===== src/rtl/risc_spm_control_unit_pkg.sv =====
// Shared definitions for the RISC-SPM instruction sequencer: opcodes, bus
// select codes, FSM state encoding and the bundled control-strobe struct.
package risc_spm_control_unit_pkg;

  localparam int STATE_W = 4;

  // Opcode field, instruction[ws-1:ws-4]
  localparam logic [3:0] OP_NOP = 4'd0;
  localparam logic [3:0] OP_ADD = 4'd1;
  localparam logic [3:0] OP_SUB = 4'd2;
  localparam logic [3:0] OP_AND = 4'd3;
  localparam logic [3:0] OP_NOT = 4'd4;
  localparam logic [3:0] OP_RD  = 4'd5;
  localparam logic [3:0] OP_WR  = 4'd6;
  localparam logic [3:0] OP_BR  = 4'd7;
  localparam logic [3:0] OP_BRZ = 4'd8;

  localparam logic [2:0] SEL1_R0 = 3'd0;
  localparam logic [2:0] SEL1_R1 = 3'd1;
  localparam logic [2:0] SEL1_R2 = 3'd2;
  localparam logic [2:0] SEL1_R3 = 3'd3;
  localparam logic [2:0] SEL1_PC = 3'd4;

  localparam logic [1:0] SEL2_ALU  = 2'd0;
  localparam logic [1:0] SEL2_BUS1 = 2'd1;
  localparam logic [1:0] SEL2_MEM  = 2'd2;

  typedef enum logic [STATE_W-1:0] {
    S_IDLE = 4'd0,
    S_FET1 = 4'd1,
    S_FET2 = 4'd2,
    S_DEC  = 4'd3,
    S_EX1  = 4'd4,
    S_RD1  = 4'd5,
    S_RD2  = 4'd6,
    S_WR1  = 4'd7,
    S_WR2  = 4'd8,
    S_BR1  = 4'd9,
    S_BR2  = 4'd10,
    S_HALT = 4'd11
  } state_t;

  typedef struct packed {
    logic [3:0] load_r;
    logic       load_pc;
    logic       inc_pc;
    logic [2:0] sel_bus_1;
    logic [1:0] sel_bus_2;
    logic       load_ir;
    logic       load_add_r;
    logic       load_reg_y;
    logic       load_reg_z;
    logic       write;
    logic       halted;
  } ctrl_t;

  // Register-field to Bus_1 select code (R0..R3 map directly).
  function automatic logic [2:0] reg_sel(input logic [1:0] r);
    return {1'b0, r};
  endfunction

  // Register-field to one-hot Load_Rn vector.
  function automatic logic [3:0] reg_load(input logic [1:0] r);
    return 4'b0001 << r;
  endfunction

endpackage


===== src/rtl/risc_spm_control_unit.sv =====
// Instruction-sequencing FSM of RISC-SPM: fetch, decode and execute strobes
// for the register file, buses, PC, IR, address register and memory.
module risc_spm_control_unit
  import risc_spm_control_unit_pkg::*;
#(
  parameter int ws = 8
) (
  input  logic          clk,
  input  logic          rst,
  input  logic [ws-1:0] instruction,
  input  logic          zero,
  output logic          Load_R0,
  output logic          Load_R1,
  output logic          Load_R2,
  output logic          Load_R3,
  output logic          Load_PC,
  output logic          Inc_PC,
  output logic [2:0]    Sel_Bus_1_Mux,
  output logic [1:0]    Sel_Bus_2_Mux,
  output logic          Load_IR,
  output logic          Load_Add_R,
  output logic          Load_Reg_Y,
  output logic          Load_Reg_Z,
  output logic          write,
  output logic          halted,
  output logic [3:0]    dbg_state
);

  state_t     state_q;
  state_t     state_d;
  ctrl_t      ctrl;
  logic [3:0] opcode;
  logic [1:0] src;
  logic [1:0] dest;

  assign opcode = instruction[ws-1:ws-4];
  assign src    = instruction[3:2];
  assign dest   = instruction[1:0];

  always_ff @(posedge clk or negedge rst) begin
    if (!rst) state_q <= S_IDLE;
    else      state_q <= state_d;
  end

  // Outputs are decoded from the current state so that an asynchronous
  // reset forces every strobe low within the same cycle.
  always_comb begin
    ctrl    = '0;
    state_d = S_IDLE;
    case (state_q)
      S_IDLE: state_d = S_FET1;
      S_FET1: begin
        ctrl.sel_bus_1  = SEL1_PC;
        ctrl.sel_bus_2  = SEL2_BUS1;
        ctrl.load_add_r = 1'b1;
        state_d         = S_FET2;
      end
      S_FET2: begin
        ctrl.sel_bus_2 = SEL2_MEM;
        ctrl.load_ir   = 1'b1;
        ctrl.inc_pc    = 1'b1;
        state_d        = S_DEC;
      end
      S_DEC: begin
        case (opcode)
          OP_NOP: state_d = S_FET1;
          OP_ADD, OP_SUB, OP_AND: begin
            ctrl.sel_bus_1  = reg_sel(src);
            ctrl.sel_bus_2  = SEL2_BUS1;
            ctrl.load_reg_y = 1'b1;
            state_d         = S_EX1;
          end
          OP_NOT: begin
            ctrl.sel_bus_1  = reg_sel(src);
            ctrl.sel_bus_2  = SEL2_ALU;
            ctrl.load_reg_z = 1'b1;
            ctrl.load_r     = reg_load(dest);
            state_d         = S_FET1;
          end
          OP_RD, OP_WR, OP_BR: begin
            ctrl.sel_bus_1  = SEL1_PC;
            ctrl.sel_bus_2  = SEL2_BUS1;
            ctrl.load_add_r = 1'b1;
            if (opcode == OP_RD)      state_d = S_RD1;
            else if (opcode == OP_WR) state_d = S_WR1;
            else                      state_d = S_BR1;
          end
          OP_BRZ: begin
            if (zero) begin
              ctrl.sel_bus_1  = SEL1_PC;
              ctrl.sel_bus_2  = SEL2_BUS1;
              ctrl.load_add_r = 1'b1;
              state_d         = S_BR1;
            end else begin
              // Branch not taken: step over the target-address byte.
              ctrl.inc_pc = 1'b1;
              state_d     = S_FET1;
            end
          end
          default: state_d = S_HALT;
        endcase
      end
      S_EX1: begin
        ctrl.sel_bus_1  = reg_sel(dest);
        ctrl.sel_bus_2  = SEL2_ALU;
        ctrl.load_reg_z = 1'b1;
        ctrl.load_r     = reg_load(dest);
        state_d         = S_FET1;
      end
      S_RD1: begin
        ctrl.sel_bus_2  = SEL2_MEM;
        ctrl.load_add_r = 1'b1;
        ctrl.inc_pc     = 1'b1;
        state_d         = S_RD2;
      end
      S_RD2: begin
        ctrl.sel_bus_2 = SEL2_MEM;
        ctrl.load_r    = reg_load(dest);
        state_d        = S_FET1;
      end
      S_WR1: begin
        ctrl.sel_bus_2  = SEL2_MEM;
        ctrl.load_add_r = 1'b1;
        ctrl.inc_pc     = 1'b1;
        state_d         = S_WR2;
      end
      S_WR2: begin
        ctrl.sel_bus_1 = reg_sel(src);
        ctrl.write     = 1'b1;
        state_d        = S_FET1;
      end
      S_BR1: begin
        ctrl.sel_bus_2  = SEL2_MEM;
        ctrl.load_add_r = 1'b1;
        state_d         = S_BR2;
      end
      S_BR2: begin
        ctrl.sel_bus_2 = SEL2_MEM;
        ctrl.load_pc   = 1'b1;
        state_d        = S_FET1;
      end
      S_HALT: begin
        ctrl.halted = 1'b1;
        state_d     = S_HALT;
      end
      default: state_d = S_IDLE;
    endcase
  end

  assign Load_R0       = ctrl.load_r[0];
  assign Load_R1       = ctrl.load_r[1];
  assign Load_R2       = ctrl.load_r[2];
  assign Load_R3       = ctrl.load_r[3];
  assign Load_PC       = ctrl.load_pc;
  assign Inc_PC        = ctrl.inc_pc;
  assign Sel_Bus_1_Mux = ctrl.sel_bus_1;
  assign Sel_Bus_2_Mux = ctrl.sel_bus_2;
  assign Load_IR       = ctrl.load_ir;
  assign Load_Add_R    = ctrl.load_add_r;
  assign Load_Reg_Y    = ctrl.load_reg_y;
  assign Load_Reg_Z    = ctrl.load_reg_z;
  assign write         = ctrl.write;
  assign halted        = ctrl.halted;
  assign dbg_state     = state_q;

endmodule

===== config.mk =====
export PLATFORM = sky130hd
export DESIGN_NAME = risc_spm_control_unit
export DESIGN_NICKNAME = d
export VERILOG_FILES = /design/src/rtl/risc_spm_control_unit_pkg.sv /design/src/rtl/risc_spm_control_unit.sv
export SDC_FILE = /design/constraint.sdc
export NUM_CORES = 1
export LEC_CHECK = 0
export BUFFER_PORTS_ARGS = -buffer_cell sky130_fd_sc_hd__buf_2
export CORE_MARGIN = 4
export CORE_UTILIZATION = 44
export CTS_CLUSTER_SIZE = 8
export DETAILED_ROUTE_END_ITERATION = 10
export GPL_TIMING_DRIVEN = 0
export PLACE_DENSITY = 0.86
export RECOVER_POWER = 100
export SYNTH_ARGS = -nofsm -noshare
export SYNTH_HDL_FRONTEND = slang
export SYNTH_SLANG_ARGS = --single-unit

===== constraint.sdc =====
create_clock -name clk -period 2 [get_ports clk]
set_clock_uncertainty 0.2 [all_clocks]
set_input_delay 0.4 -clock clk [delete_from_list [all_inputs] [get_ports clk]]
set_output_delay 0.4 -clock clk [all_outputs]
set_load 0.02 [all_outputs]

* Yosys cells after proc, flatten, opt, wreduce, memory -nomap -nowiden *
Cells that the tools add are included.

word-level totals
  bits in registers = 4
  bits of input ports = 11
  output and inout bits = 21
  logic and storage cells = 56

operators by class
  equality and inequality tests = 19
  shifts and indexed selects = 1
  muxes and demuxes = 25
  reductions and logical operators = 10

operators by type and width
  operator             count
  $eq 4x3->1 const B   8
  $pmux 4 s8           1
  $eq 4x4->1 const B   5
  $pmux 5 s4           1
  $eq 4x2->1 const B   4
  $mux 4               4
  $pmux 4 s4           1
  $pmux 3 s4           1
  $mux 1               10
  $reduce_or 3->1      3
  $eq 4x1->1 const B   2
  $logic_not 4->1      2
  $pmux 1 s2           4
  $pmux 4 s2           1
  $pmux 2 s3           1
  $reduce_or 6->1      1
  $mux 5               1
  $reduce_or 5->1      1
  $reduce_or 2->1      2
  $reduce_or 4->1      1
  $shl 1x2->4 const A  1

* Logic depth before layout (Yosys ltp) *
  depth in word-level cells = 5
  depth in mapped cells = 5
  mapped depth without buffers = 4

* Worst setup path before layout *
OpenSTA, ideal clock, no wires.

  kind = flip-flop to output port
  from = reg state_q[3], in the netlist dbg_state[3]
  to = out Load_R1
  data arrival time = 1.517 ns
  data required time = 1.400 ns
  path slack = -0.117 ns
  stages on the path, launching flop included = 4
  buffers on the path = 0
  path through = dfrtp_1 -> and4bb_4 -> a31oi_2 -> nor3b_1

between the ends
  word-level cells in the longest chain between the ends = 3
  elaborated cells between the ends (all ways) = 5
  classes of those cells = 3 x eq/ne; 1 x mux; 1 x reduce/logical

RTL lines
  element                    RTL line                     RTL
  start: declaration         risc_spm_control_unit.sv:29  state_t state_q;
  start signal: assignment   risc_spm_control_unit.sv:42  else state_q <= state_d;
  $eq 4x3->1                 risc_spm_control_unit.sv:50  case (state_q)
  $reduce_or 2->1 (no line)  -
  $pmux 4 s2 (*)             risc_spm_control_unit.sv:50
  end: declaration           risc_spm_control_unit.sv:13  output logic Load_R1,

Mark *: on every way between the ends. The rest lies on a longest branch, timed or not.

* Worst setup path in the final report *
  from = reg state_q[3], in the netlist dbg_state[3]
  to = out Sel_Bus_1_Mux[1]

between the ends
  word-level cells in the longest chain between the ends = 2
  elaborated cells between the ends (all ways) = 5
  classes of those cells = 4 x eq/ne; 1 x mux

RTL lines
  element                             RTL line                     RTL
  $eq 4x4->1 (tied with other cells)  risc_spm_control_unit.sv:50
  $pmux 3 s4 (*)                      risc_spm_control_unit.sv:50
  end: declaration                    risc_spm_control_unit.sv:18  output logic [2:0] Sel_Bus_1_Mux,

Marks and branches as above.

==> run metrics <==
Fill cells 89; WL/cell ~16 um; max reg flops 4; HP Class primary input to async pin; Post-synth EDFFs 0; Net Count, Synth just under 90; final antenna-violating net count 0; TritonCTS clock tree built; first drt pass iteration count 4; cells after synthesis slightly below 80; DP Wirelength 1280 um; slowest cell on the critical path dfrtp_2; f_max approximately 0.47 GHz; CP Max Fanout 5; Max Cap Viol 0; total CTS buffers 3; Yosys reg bits 4; worst setup margin -132 ps; antenna cells 0; Most used DFF post-synth dfrtp_1; element type at the critical path end output pin; first-pass GRT wire length roughly 3200 um; critical path arrival about 1500 ps; final period utilization 1.07; Simple-Gate Fraction of Synth Area 0.422; Buffers on Ports 28; Initial DRC Count 24; layout cell share with drive strength beyond 1 0.556; adder-cell share of the synthesized area 0; via/cell ratio about 6.0; vias in the first global route 737; DRC violations left 0; Initial Utilization 0.468; critical path class register to output pin; total global routing overflow 0; delay-heaviest family, CP compound AO/OA/AOI/OAI gates; crit path cell chain buf_6, and2b_1, a22o_1, a32o_1, buf_6; Post-Synth XOR/XNOR Area 0.0142; dpl cells 121; fin util 0.762; Async SR Flop Fraction 1.00; DR vias slightly below 800; I/O Pins 32; startpoint types register; Site Rows 13; core area 1320 um^2; CTS Buffer Depth 2; Synth warnings 0; Pwr per Cell Area ~1500 nW/um^2; Tmin final approximately 2100 ps; Max VDD drop between 1000 and 1500 uV; dominant cells by area after synthesis dfrtp_1 16%, nand2b_1 5.1%, nor3b_2 4.1%; synthesized area 617 um^2; Area Overhead vs Synth 62.7%; Avg Cell Area, Syn 7.91 um^2; distinct cell type count after synthesis 41; all-layer global routing usage 0.208; fin cells 132; fin nets 130; initial antenna violation count 0; die extent in y roughly 45 um; setup TNS -554 ps; final wirelength between 2000 and 2500 um; routability congestion estimate 0.831; CP max stage delay roughly 410 ps; final hold vios 0; clock root cell clkbuf_4; CP bufs+invs 2; htree depth 1; WHS roughly 330 ps; compound-gate portion of the synthesized area 0.300; leading area contributor after synthesis dfrtp_1; Die W 45.4 um; worst skew pair latency approximately 240 ps; endpoints failing setup 8; Relative slew margins 0.663; full die area slightly above 2000 um^2; largest net degree at the start of global routing 11; Leak 0.471 nW; largest family of logic cells by synthesized area simple AND/OR/NAND/NOR gates; status finished, violations left; Slew Viols, Final 0; failing checks negative setup slack; synth cell count leaders 6 x nand2_1, 6 x nor2_1, 5 x nand2b_1, 4 x dfrtp_1, 4 x o21ai_0; Slew @ Worst Pin between 500 and 600 ps; CP Data Required Time roughly 1400 ps; Clock Pin Slew Worst Setup and Hold Paths 40 ps; CTS Sinks 4; RSZ-0062 raised after global routing true; register area share after synthesis 0.162; area share of the largest cell type after synthesis 0.162; cell mode on critical path buf_6; mux share of post-synthesis cell area 0; reg2reg setup slack ~570 ps
cell families after synthesis:
kind of cell    after synthesis
buf+inv                      10
xor+xnor                      1
flops                         4
compound gates               23
simple gates                 40
path summary, 6_finish.rpt:
check	from	end	cells after the start
setup / recovery	dbg_state[3]$_DFF_PN0_	Sel_Bus_1_Mux[1]	5
setup reg to reg	dbg_state[3]$_DFF_PN0_	dbg_state[0]$_DFF_PN0_	3
hold / removal	rst	dbg_state[0]$_DFF_PN0_	2
max in group asynchronous	rst	dbg_state[3]$_DFF_PN0_	2
hold reg to reg	dbg_state[2]$_DFF_PN0_	dbg_state[1]$_DFF_PN0_	2
min in group clk	instruction[4]	dbg_state[3]$_DFF_PN0_	3
area by class of cell:
class,count,area [um^2],area share
buffer,7,65.1,0.0648
clock buffer,3,22.5,0.0224
inverter,3,11.3,0.0112
multi-input combinational,64,529,0.527
sequential,4,103,0.102
tap,15,18.8,0.0187
timing repair buffer,36,254,0.253
per-layer routing:
layer / up-vias / wire length, um / global-route usage
li1: 372 / - / -
met1: 388 / 911 / 0.273
met5: - / 0 / 0
met4: 0 / 0 / 0.0585
met3: 0 / 133 / 0.0474
met2: 30 / 1100 / 0.337
timing repair:
| action | 4_1_cts | 5_1_grt |
|---|---|---|
| setup buffers | 6 | 1 |
| gates resized for setup | 25 | 17 |
| endpoints found under the hold margin | 4 | 0 |
| endpoints found under the setup margin | 11 | 14 |
| hold buffers | 1 | 0 |
| pin swaps | 6 | 2 |
through the flow:
| step | worst slack, ps | total power [mW] | cell area [um^2] |
|---|---|---|---|
| 2_1_floorplan | -117 | 0.797 | 617 |
| 3_3_place_gp | 69.2 | 1.02 | 776 |
| 3_5_place_dp | 35.0 | 1.03 | 776 |
| 4_1_cts | -110 | 1.30 | 938 |
| 5_1_grt | -167 | 1.54 | 1000 |
| 6_report | -132 | 1.46 | 1000 |
power breakdown:
group	switching (mW)	internal, mW	leakage, nW
clock	0.0318	0.0670	0.0138
sequential	0.0500	0.121	0.0468
combinational	0.641	0.547	0.411
total	0.723	0.735	0.471
placed cells by master (no fill, tap or decap), drive strengths merged, types with 2 or more instances in the layout:
cell    count
nor2        7
nand2       6
buf        41
and2        2
nand3b      2
nor2b       3
nand2b      5
a31oi       4
dfrtp       4
nand3       3
nor3b       5
inv         3
o21ai       5
clkbuf      4
a22o        2
and3        2
Note: power is estimated with default switching activity, not from simulation.
